--- src/rtl/count_fecha.sv ---
// Day/month calendar counter: run mode advances on tickF, edit mode steps the selected field.
// Optional macro COUNT_FECHA_LEAP_EN enables 29-day February in leap years (yearF[1:0]==0).
module count_fecha (
    input  logic       clkF,
    input  logic       resetF,
    input  logic       tickF,
    input  logic       enF,
    input  logic       selF,
    input  logic       upF,
    input  logic       downF,
    input  logic [6:0] yearF,
    output logic [4:0] diaF,
    output logic [3:0] mesF,
    output logic       carry_upF
);

    logic [4:0] r_dia;
    logic [3:0] r_mes;
    logic       r_carry;

    logic       w_leap;
    logic [4:0] w_dim;
    logic       w_dia_bad;
    logic       w_mes_bad;
    logic       w_edit_step;

`ifdef COUNT_FECHA_LEAP_EN
    assign w_leap = (yearF[1:0] == 2'b00);
`else
    // February fixed at 28 days; the year input is deliberately left dangling.
    logic w_unused_year;
    assign w_unused_year = ^yearF;
    assign w_leap        = 1'b0;
`endif

    always_comb begin
        w_dim = 5'd31;
        case (r_mes)
            4'd4, 4'd6, 4'd9, 4'd11: w_dim = 5'd30;
            4'd2:                    w_dim = w_leap ? 5'd29 : 5'd28;
            default:                 w_dim = 5'd31;
        endcase
    end

    assign w_dia_bad   = (r_dia == 5'd0);
    assign w_mes_bad   = (r_mes == 4'd0) || (r_mes > 4'd12);
    assign w_edit_step = enF && (upF || downF);

    always_ff @(posedge clkF) begin
        if (!resetF) begin
            r_dia   <= 5'd1;
            r_mes   <= 4'd1;
            r_carry <= 1'b0;
        end else begin
            r_carry <= 1'b0;
            if (w_dia_bad || w_mes_bad) begin
                if (w_dia_bad) r_dia <= 5'd1;
                if (w_mes_bad) r_mes <= 4'd1;
            end else if (!enF && tickF) begin
                // A day beyond the month length (pending clamp) also counts as end of month.
                if (r_dia >= w_dim) begin
                    r_dia <= 5'd1;
                    if (r_mes >= 4'd12) begin
                        r_mes   <= 4'd1;
                        r_carry <= 1'b1;
                    end else begin
                        r_mes <= r_mes + 4'd1;
                    end
                end else begin
                    r_dia <= r_dia + 5'd1;
                end
            end else if (w_edit_step && !selF) begin
                if (upF)
                    r_dia <= (r_dia >= w_dim) ? 5'd1 : r_dia + 5'd1;
                else if (r_dia == 5'd1)
                    r_dia <= w_dim;
                else if (r_dia > w_dim)
                    r_dia <= w_dim;
                else
                    r_dia <= r_dia - 5'd1;
            end else if (w_edit_step) begin
                // Month edits leave the day alone; any clamp lands on the next cycle.
                if (upF)
                    r_mes <= (r_mes >= 4'd12) ? 4'd1 : r_mes + 4'd1;
                else
                    r_mes <= (r_mes == 4'd1) ? 4'd12 : r_mes - 4'd1;
            end else if (r_dia > w_dim) begin
                r_dia <= w_dim;
            end
        end
    end

    assign diaF      = r_dia;
    assign mesF      = r_mes;
    assign carry_upF = r_carry;

endmodule

--- config.mk ---
export PLATFORM = sky130hd
export DESIGN_NAME = count_fecha
export DESIGN_NICKNAME = d
export VERILOG_FILES = /design/src/rtl/count_fecha.sv
export SDC_FILE = /design/constraint.sdc
export NUM_CORES = 1
export LEC_CHECK = 0
export BUFFER_PORTS_ARGS = -buffer_cell sky130_fd_sc_hd__buf_2
export CAP_MARGIN = 10
export CORE_MARGIN = 2
export CORE_UTILIZATION = 40
export DETAILED_ROUTE_END_ITERATION = 7
export GPL_TIMING_DRIVEN = 0
export HOLD_SLACK_MARGIN = 0.05
export SLEW_MARGIN = 30
export SYNTH_ARGS = -nofsm -noshare
export SYNTH_HDL_FRONTEND = slang
export SYNTH_SLANG_ARGS = --single-unit
--- constraint.sdc ---
create_clock -name clkF -period 7.25 [get_ports clkF]
set_input_delay 1.0875 -clock clkF [delete_from_list [all_inputs] [get_ports clkF]]
set_output_delay 1.0875 -clock clkF [all_outputs]
set_load 0.005 [all_outputs]
==> flow_summary.ini, run 1 <==
[routing]
route.detailed.drc = 1
via_per_inst = 6.194
dr.first_iter.drc_count = 45
ant_nets = 0
firstDrtPassIters = 6
wl_per_cell_um = 15.84
wl_um = 3184
dr_total_vias = 1245

[timing]
finalSetupViolCount = 0
finalCritPeriodShare_pct = 41.87
setup_slack_ps = 4214
fin_crit_ps = 3036
drv_slew = 0
max_freq_ghz = 0.3294
hold_viol = 0
tightest_slew_ps = 741.5
relSlewSlack_pct = 50.27
finalSetupTns_ps = 0
rsz0062_at_grt = false
hold_ws_ps = 602.9
finalClockSkew_ps = 6.013

[critical_path]
crit_path_top_delay_cell = a211oi_1
end_kind = register
max_stage_delay_ps = 650
cp.required_ps = 7400
crit_type = register to register
critPathArrivalTime_ps = 3190
path_max_fanout = 9
crit_chain = inv_1 -> ha_1 -> a21oi_1 -> nor2_1 -> a21oi_1 -> ha_1 -> nand2b_1 -> a21o_1 -> a211oi_1 -> nor3_1 -> a32o_1
reg2reg_slack_ps = 4210
cp-start-kind = register

[flow_run]
cap_violations = 0

[finish]
drive_gt1_share_pct = 20.00
diodes = 0
multi_input_area_sq_um = 900.9
postLayoutCellArea_sq_um = 1348
final_util_pct = 48.04
fillers = 311
nets = 194
final-seq-area_sq_um = 200.2
final_cells = 201
areaGrowthSynthToFinish_pct = 12.54

[floorplanning]
row_count = 19
die_w_um = 58.71
start_util_pct = 42.69
dieArea_sq_um = 3447
io_pins = 24
die_y_um = 58.71
coreArea_sq_um = 2805

[worst_hold_path]
hold_class = register to register

[logic_synthesis]
syn_nets = 174
ys_warn_count = 0
synth_top_cell_area_share_pct = 16.72
yosys-top-cells-area = dfxtp_1 (17%), ha_1 (9.4%), o21ai_0 (4.2%)
synth-seq-cells = 10
netlist_top_cells_count = dfxtp_1 (10), o21ai_0 (10)
ys.flop_type = dfxtp_1
yosysTopAreaCell = dfxtp_1
ys_async_sr_fraction_pct = 0
netlist_area_sq_um = 1197
ys_seq_area_share_pct = 16.72
syn_inst = 151
avgSynthCellArea_sq_um = 7.930
synth_edf_count = 0
synth.distinct_cells = 55

[global_routing]
grt_pass1_vias = 1171
grt_max_degree = 11
grt-ovfl-total = 0
antenna_found_initial = 0
grtUsageTotal_pct = 19.78
grt_pass1_wl_um = 5395

[power_and_ir_drop]
p_leak_nw = 0.6014
p_total_mw = 0.5399
powerDensity_nw_per_um2 = 400.7
vdd_ir_drop_max_mv = 0.1523

[clock_network]
clock_path_buffers = 2
cts_root_buffer = clkbuf_4
clock-sinks = 10
clkTransAtPathRegs_ps = 60
post-cts-setup-buffers = 0
hold_buffers = 0
numCtsBuffers = 3
htreeDepth = 1
cts_resized = 0
clk_latency_ps = 260
cts_tree = yes

[placement]
dpl.hpwl_um = 2449
pre_cts_slack_ps = 4312
portBuffers = 15
placed_cell_area_sq_um = 1311
dpl.cell_count = 197
globalplace.congestion = 0.8873

[run_status]
status = finished with violations
violations = DRC
-- cell usage in the layout (no fill, tap or decap), types with 6 or more instances in the layout --
cell     instances
nand3_1          7
dfxtp_1         10
nand2_1          9
nor2_1           9
ha_1             9
inv_1            6
a21oi_1          9
o21ai_0         10
buf_2           17
-- path summary, 6_finish.rpt --
| kind | end | cells after the start | startpoint |
|---|---|---|---|
| setup / recovery | mesF[2]$_SDFFE_PN0P_ | 11 | mesF[0]$_SDFFE_PN1P_ |
| hold / removal | mesF[1]$_SDFFE_PN0P_ | 2 | mesF[1]$_SDFFE_PN0P_ |
| setup reg to reg | mesF[2]$_SDFFE_PN0P_ | 11 | mesF[0]$_SDFFE_PN1P_ |
| hold reg to reg | mesF[1]$_SDFFE_PN0P_ | 2 | mesF[1]$_SDFFE_PN0P_ |
-- metal layers --
layer	global-route usage, %	vias to the layer above	routed length (um)
li1	-	617	-
met1	28.59	588	1655
met2	30.18	34	1359
met3	1.978	6	119
met4	7.792	0	49
met5	0	-	0
-- power by group --
part | switching, mW | internal, mW
Combinational | 0.213 | 0.169
Clock | 0.0195 | 0.0304
Sequential | 0.0327 | 0.0753
-- critical path: cells and delay by family, from the launching register on --
family | cells | cell delay (ps)
flip-flops | 1 | 520
AO/OA/AOI/OAI | 5 | 1420
adder cells (fa/ha/maj) | 2 | 550
AND/OR/NAND/NOR | 3 | 320
buffers and inverters | 1 | 130
-- state kept, by name (all words and copies together), names as in the netlist --
signal     count
mesF           4
diaF           5
carry_upF      1
-- kinds of logic after synthesis --
group                    count (synthesis)  share of synthesized area [%]
AO/OA/AOI/OAI                           53                          32.60
flip-flops                              10                          16.72
multiplexers                             4                          3.344
buffers and inverters                   16                          8.045
adder cells (fa/ha/maj)                  9                          9.405
AND/OR/NAND/NOR                         53                          25.50
XOR/XNOR                                 6                          4.390
-- final cells by class --
class / instances / area share (%)
clock buffers: 4 / 2.693
flip-flops and latches: 10 / 14.86
well taps: 31 / 2.878
multi-input cells: 125 / 66.85
repair buffers: 15 / 5.571
inverters: 6 / 1.671
plain buffers: 10 / 5.478
(Power assumes the default switching activity.)
==> run 2, diff against run 1 <==
Settings changed: ABC_AREA from default to 1.
Clock period 7.25 ns to 2.47 ns, I/O delays scaled along.
==> flow_summary.ini, run 2 <==
[run_status]
status = finished with violations
violations = DRC

[worst_hold_path]
hold_class = input pin to register

[global_routing]
grt_pass1_vias = 1068
grtUsageTotal_pct = 17.82
grt-ovfl-total = 0
grt_pass1_wl_um = 4733
antenna_found_initial = 0
grt_max_degree = 9

[routing]
ant_nets = 0
firstDrtPassIters = 6
dr_total_vias = 1198
wl_um = 2809
via_per_inst = 4.992
route.detailed.drc = 1
dr.first_iter.drc_count = 66
wl_per_cell_um = 11.70

[critical_path]
crit_chain = inv_1 -> ha_1 -> o21ai_0 -> nand2_1 -> a21oi_2 -> ha_1 -> nand2_1 -> nand3_1 -> nand2_4 -> nand3_4 -> inv_2 -> nand2_1 -> nand2_1 -> nor2_1 -> nor2_1
cp.required_ps = 2680
critPathBufInv = 2
path_max_fanout = 6
cp-start-kind = register
max_stage_delay_ps = 380
critical-path-top-delay-family = simple AND/OR/NAND/NOR gates
crit_path_top_delay_cell = dfxtp_4
cp_common_cell = nand2_1
critPathArrivalTime_ps = 2400
end_kind = register
crit_type = register to register

[finish]
layout_common_cells = nand2_1 (57), nor2_1 (21), inv_1 (18), nand3_1 (18), buf_2 (16)
layout_commonest_cell = nand2_1
areaGrowthSynthToFinish_pct = 14.41
final_cells = 240
nets = 234
diodes = 0
largest_reg_flops = 5
postLayoutCellArea_sq_um = 1371
drive_gt1_share_pct = 26.79

[placement]
globalplace.congestion = 0.8233
placed_cell_area_sq_um = 1313
dpl.cell_count = 237
portBuffers = 15
dpl.hpwl_um = 2304
pre_cts_slack_ps = 1.196

[power_and_ir_drop]
p_sw_mw = 0.8385
share_comb_of_total_power_pct = 73.1
p_int_mw = 0.7059
vdd_ir_drop_max_mv = 0.5790
powerDensity_nw_per_um2 = 1126
netSwitchingFraction_pct = 54.29
seqPwrFrac_pct = 19.6
p_clk_share_pct = 7.2
p_leak_nw = 0.7443

[logic_synthesis]
synth_edf_count = 0
ys_warn_count = 0
ys.flop_type = dfxtp_1
synth_top_cell_area_share_pct = 18.16
ys_async_sr_fraction_pct = 0
synth.distinct_cells = 30
syn_nets = 214
synth-seq-cells = 10
ys_seq_area_share_pct = 16.70
netlist_area_sq_um = 1199
yosys-top-cells-area = nand2_1 (18%), dfxtp_1 (17%), ha_1 (9.4%)
yosysTopAreaCell = nand2_1
avgSynthCellArea_sq_um = 6.276
syn_inst = 191
synth.most_common_cell = nand2_1
netlist_top_cells_count = nand2_1 (58), nor2_1 (21), nand3_1 (19)

[timing]
tightest_slew_ps = 336.6
drv_slew = 0
relSlewSlack_pct = 77.53
hold_viol = 0
rsz0062_at_grt = false
finalSetupViolCount = 0
finalCritPeriodShare_pct = 88.85
fin_crit_ps = 2195
setup_slack_ps = 275.4
finalSetupTns_ps = 0
finalClockSkew_ps = 4.312
max_freq_ghz = 0.4557

[clock_network]
numCtsBuffers = 3
clk_latency_ps = 270
clock_path_buffers = 2
cts_root_buffer = clkbuf_4
post-cts-setup-buffers = 0
cts_tree = yes
clkTransAtPathRegs_ps = 60
htreeDepth = 1
clock-sinks = 10

[floorplanning]
io_pins = 24
row_count = 19
start_util_pct = 42.73
dieArea_sq_um = 3450
coreArea_sq_um = 2805
die_y_um = 58.74
die_w_um = 58.74

[flow_run]
cap_violations = 0
run 2: changes by cell type after synthesis, moves of 4 or more:
cell | previous run | this run
nor2_1 | 9 | 21
nand3_1 | 7 | 19
mux2i_1 | 4 | 0
nand2_2 | 0 | 7
o21ai_0 | 10 | 4
inv_1 | 6 | 18
nor2_2 | 0 | 4
a21oi_1 | 9 | 5
nand2_1 | 9 | 58
run 2: power groups by stage:
stage	Combinational [mW]	Clock, mW	Sequential (mW)
floorplan	0.875	0	0.287
global placement	1.09	0	0.297
detailed placement	1.10	0	0.299
CTS	1.10	0.116	0.297
global route	1.29	0.125	0.313
finish	1.13	0.112	0.303
run 2: area by class of cell:
type / instances / area (sq um)
plain buffers: 3 / 27.53
clock buffers: 3 / 22.52
fillers: 324 / 1434
inverters: 24 / 95.09
multi-input cells: 154 / 904.6
flip-flops and latches: 10 / 207.7
well taps: 31 / 38.79
repair buffers: 15 / 75.07
run 2: what timing repair did:
action                     in CTS  in global routing
gates cloned                    0                  0
pin swaps                       0                  1
resized for setup               1                 11
hold buffers                    0                  0
setup endpoints to repair       4                  9
run 2: worst paths after layout:
check                                       endpoint  depth (start not counted)                  from  slack [ps]
worst max register to register  diaF[2]$_SDFFE_PN0P_                         15  mesF[1]$_SDFFE_PN0P_         280
worst min register to register  mesF[0]$_SDFFE_PN1P_                          2  mesF[0]$_SDFFE_PN1P_         530
worst max-delay path            diaF[2]$_SDFFE_PN0P_                         15  mesF[1]$_SDFFE_PN0P_         280
worst min-delay path            mesF[0]$_SDFFE_PN1P_                          2                resetF         370
run 2: through the flow:
step	util [%]	hold WS, ps	power (mW)
finish	48.88	374.6	1.544
global route	48.88	392.4	1.732
detailed placement	46.79	566.2	1.396
CTS	47.64	376.6	1.516
floorplan	-	533.7	1.161
global placement	46.79	559.3	1.386
run 2: cell families (layout without fill, tap and decap cells):
family,after synthesis,in the layout,synth area share (%)
compound gates,14,14,6.576
xor+xnor,7,7,5.115
fa+ha+maj,9,9,9.395
buf+inv,27,45,10.23
flops,10,10,16.70
simple gates,124,124,51.98
run 2: routing by layer:
layer  vias to the layer above  GRT usage (%)  wire length, um
met5                         -              0                0
met4                         0          6.818               42
met3                         5          1.538              155
met2                        31          24.44             1200
met1                       519          28.23             1411
li1                        643              -                -
run 2: worst reg2reg max path: cells and delay by family (launching register included):
family,cells,cell delay [ps]
buf+inv,2,200
fa+ha+maj,2,440
compound gates,2,330
flops,1,380
simple gates,9,790
==> run 3, diff against run 2 <==
Settings changed: CELL_PAD_IN_SITES_DETAIL_PLACEMENT from default to 1, CELL_PAD_IN_SITES_GLOBAL_PLACEMENT from default to 1, CORE_UTILIZATION 40 to 34, PLACE_DENSITY_LB_ADDON from default to 0.1.
==> flow_summary.ini, run 3 (same netlist as run 2, synthesis figures left out) <==
[run_status]
status = complete, no violations

[global_routing]
grt-ovfl-total = 0
grt_use_met1_pct = 26.91
busiest_layer = met2
met3_usage_pct = 2.321
grt_pass1_vias = 1343
grt_max_degree = 9
use_met2_pct = 30.53
grt_pass1_wl_um = 6106
grtUsageTotal_pct = 19.45
antenna_found_initial = 0

[critical_path]
path_max_fanout = 7
cp.required_ps = 2700
critPathArrivalTime_ps = 2490
cp-start-kind = register
crit_type = register to register
end_kind = register

[timing]
finalCritPeriodShare_pct = 91.79
max_freq_ghz = 0.4411
tightest_slew_ps = 328.2
fin_crit_ps = 2267
hold_ws_ps = 387.3
relSlewSlack_pct = 78.09
rsz0062_at_grt = false
drv_slew = 0
hold_viol = 0
finalSetupViolCount = 0
finalClockSkew_ps = 10.49

[floorplanning]
io_pins = 24
start_util_pct = 35.64
row_count = 21
die_y_um = 63.38
dieArea_sq_um = 4016
die_w_um = 63.38
coreArea_sq_um = 3363

[worst_hold_path]
hold_class = input pin to register

[finish]
diodes = 0
layout_commonest_cell = nand2_1
areaGrowthSynthToFinish_pct = 18.37
layout_common_cells = nand2_1 (57), nor2_1 (21), nand3_1 (18)
nets = 237
largest_reg_flops = 5
drive_gt1_share_pct = 28.17

[routing]
wl_per_cell_um = 14.04
route.detailed.drc = 0
wl_um = 3636
via_per_inst = 4.996
ant_nets = 0
firstDrtPassIters = 4
dr_total_vias = 1294
dr.first_iter.drc_count = 44

[clock_network]
clock-sinks = 10
clk_latency_ps = 290
numCtsBuffers = 3
cts_root_buffer = clkbuf_4
hold_buffers = 0
cts_tree = yes
htreeDepth = 1
clock_path_buffers = 2
clkTransAtPathRegs_ps = 90

[power_and_ir_drop]
vdd_ir_drop_max_mv = 0.3895
p_total_mw = 1.643
powerDensity_nw_per_um2 = 1158
p_leak_nw = 0.7594

[placement]
globalplace.congestion = 0.8490
portBuffers = 15
dpl.hpwl_um = 2878

[flow_run]
cap_violations = 0
-- run 3: what timing repair did --
item                                   CTS  global route
gates cloned                             0             0
endpoints found under the hold margin    0             0
pin swaps                                0             4
setup endpoints to repair                9             9
buffers inserted                         0             3
gates resized for setup                  3            10
-- run 3: metrics by stage --
| step | worst slack [ps] | area, sq um | std cells | utilization (%) | TNS [ps] |
|---|---|---|---|---|---|
| 3_5_place_dp | -104.0 | 1331 | 252 | 39.58 | -595.0 |
| 2_1_floorplan | 335.5 | 1199 | 191 | - | 0 |
| 3_3_place_gp | -42.09 | 1331 | 252 | 39.58 | -92.90 |
| 6_report | 202.7 | 1419 | 259 | 42.19 | 0 |
| 5_1_grt | 3.258 | 1419 | 259 | 42.19 | 0 |
| 4_1_cts | 46.95 | 1378 | 256 | 40.96 | 0 |
-- run 3: final timing paths --
check / start / to / slack (ps) / depth (start not counted)
worst max register to register: mesF[0]$_SDFFE_PN1P_ / diaF[2]$_SDFFE_PN0P_ / 200 / 14
worst max-delay path: mesF[0]$_SDFFE_PN1P_ / diaF[2]$_SDFFE_PN0P_ / 200 / 14
worst min register to register: mesF[1]$_SDFFE_PN0P_ / mesF[1]$_SDFFE_PN0P_ / 540 / 2
worst min-delay path: resetF / mesF[0]$_SDFFE_PN1P_ / 390 / 2
-- run 3: layout make-up --
class	instances	area (sq um)
Fill cell	485	1944
Multi-Input combinational cell	154	894.6
Inverter	24	97.59
Timing Repair Buffer	18	97.59
Buffer	3	27.53
Sequential cell	10	207.7
Clock buffer	4	36.28
Tap cell	46	57.56
-- run 3: worst max-delay path, cell delays in order, from the launching register on --
cell	delay (ps)
dfxtp_4	400
inv_2	60
ha_1	210
o21ai_1	150
nand2_1	80
a21oi_2	180
ha_1	250
nand2_1	80
nand3_1	150
nand2_4	140
buf_4	130
a21oi_1	60
nor3_1	170
nor2_1	60
nor2_1	70
-- run 3: power by group --
part	switching (mW)	internal, mW	leakage (nW)	total (mW)
logic	0.743	0.428	0.655	1.17
clock network	0.0766	0.0899	0.0210	0.166
registers	0.0845	0.221	0.0834	0.305
total	0.904	0.739	0.759	1.64
-- run 3: metal layers --
| layer | routed length [um] | share of wire (%) |
|---|---|---|
| met1 | 1769 | 49 |
| met2 | 1717 | 47 |
| met3 | 98 | 2.7 |
| met4 | 51 | 1.4 |
| met5 | 0 | 0 |
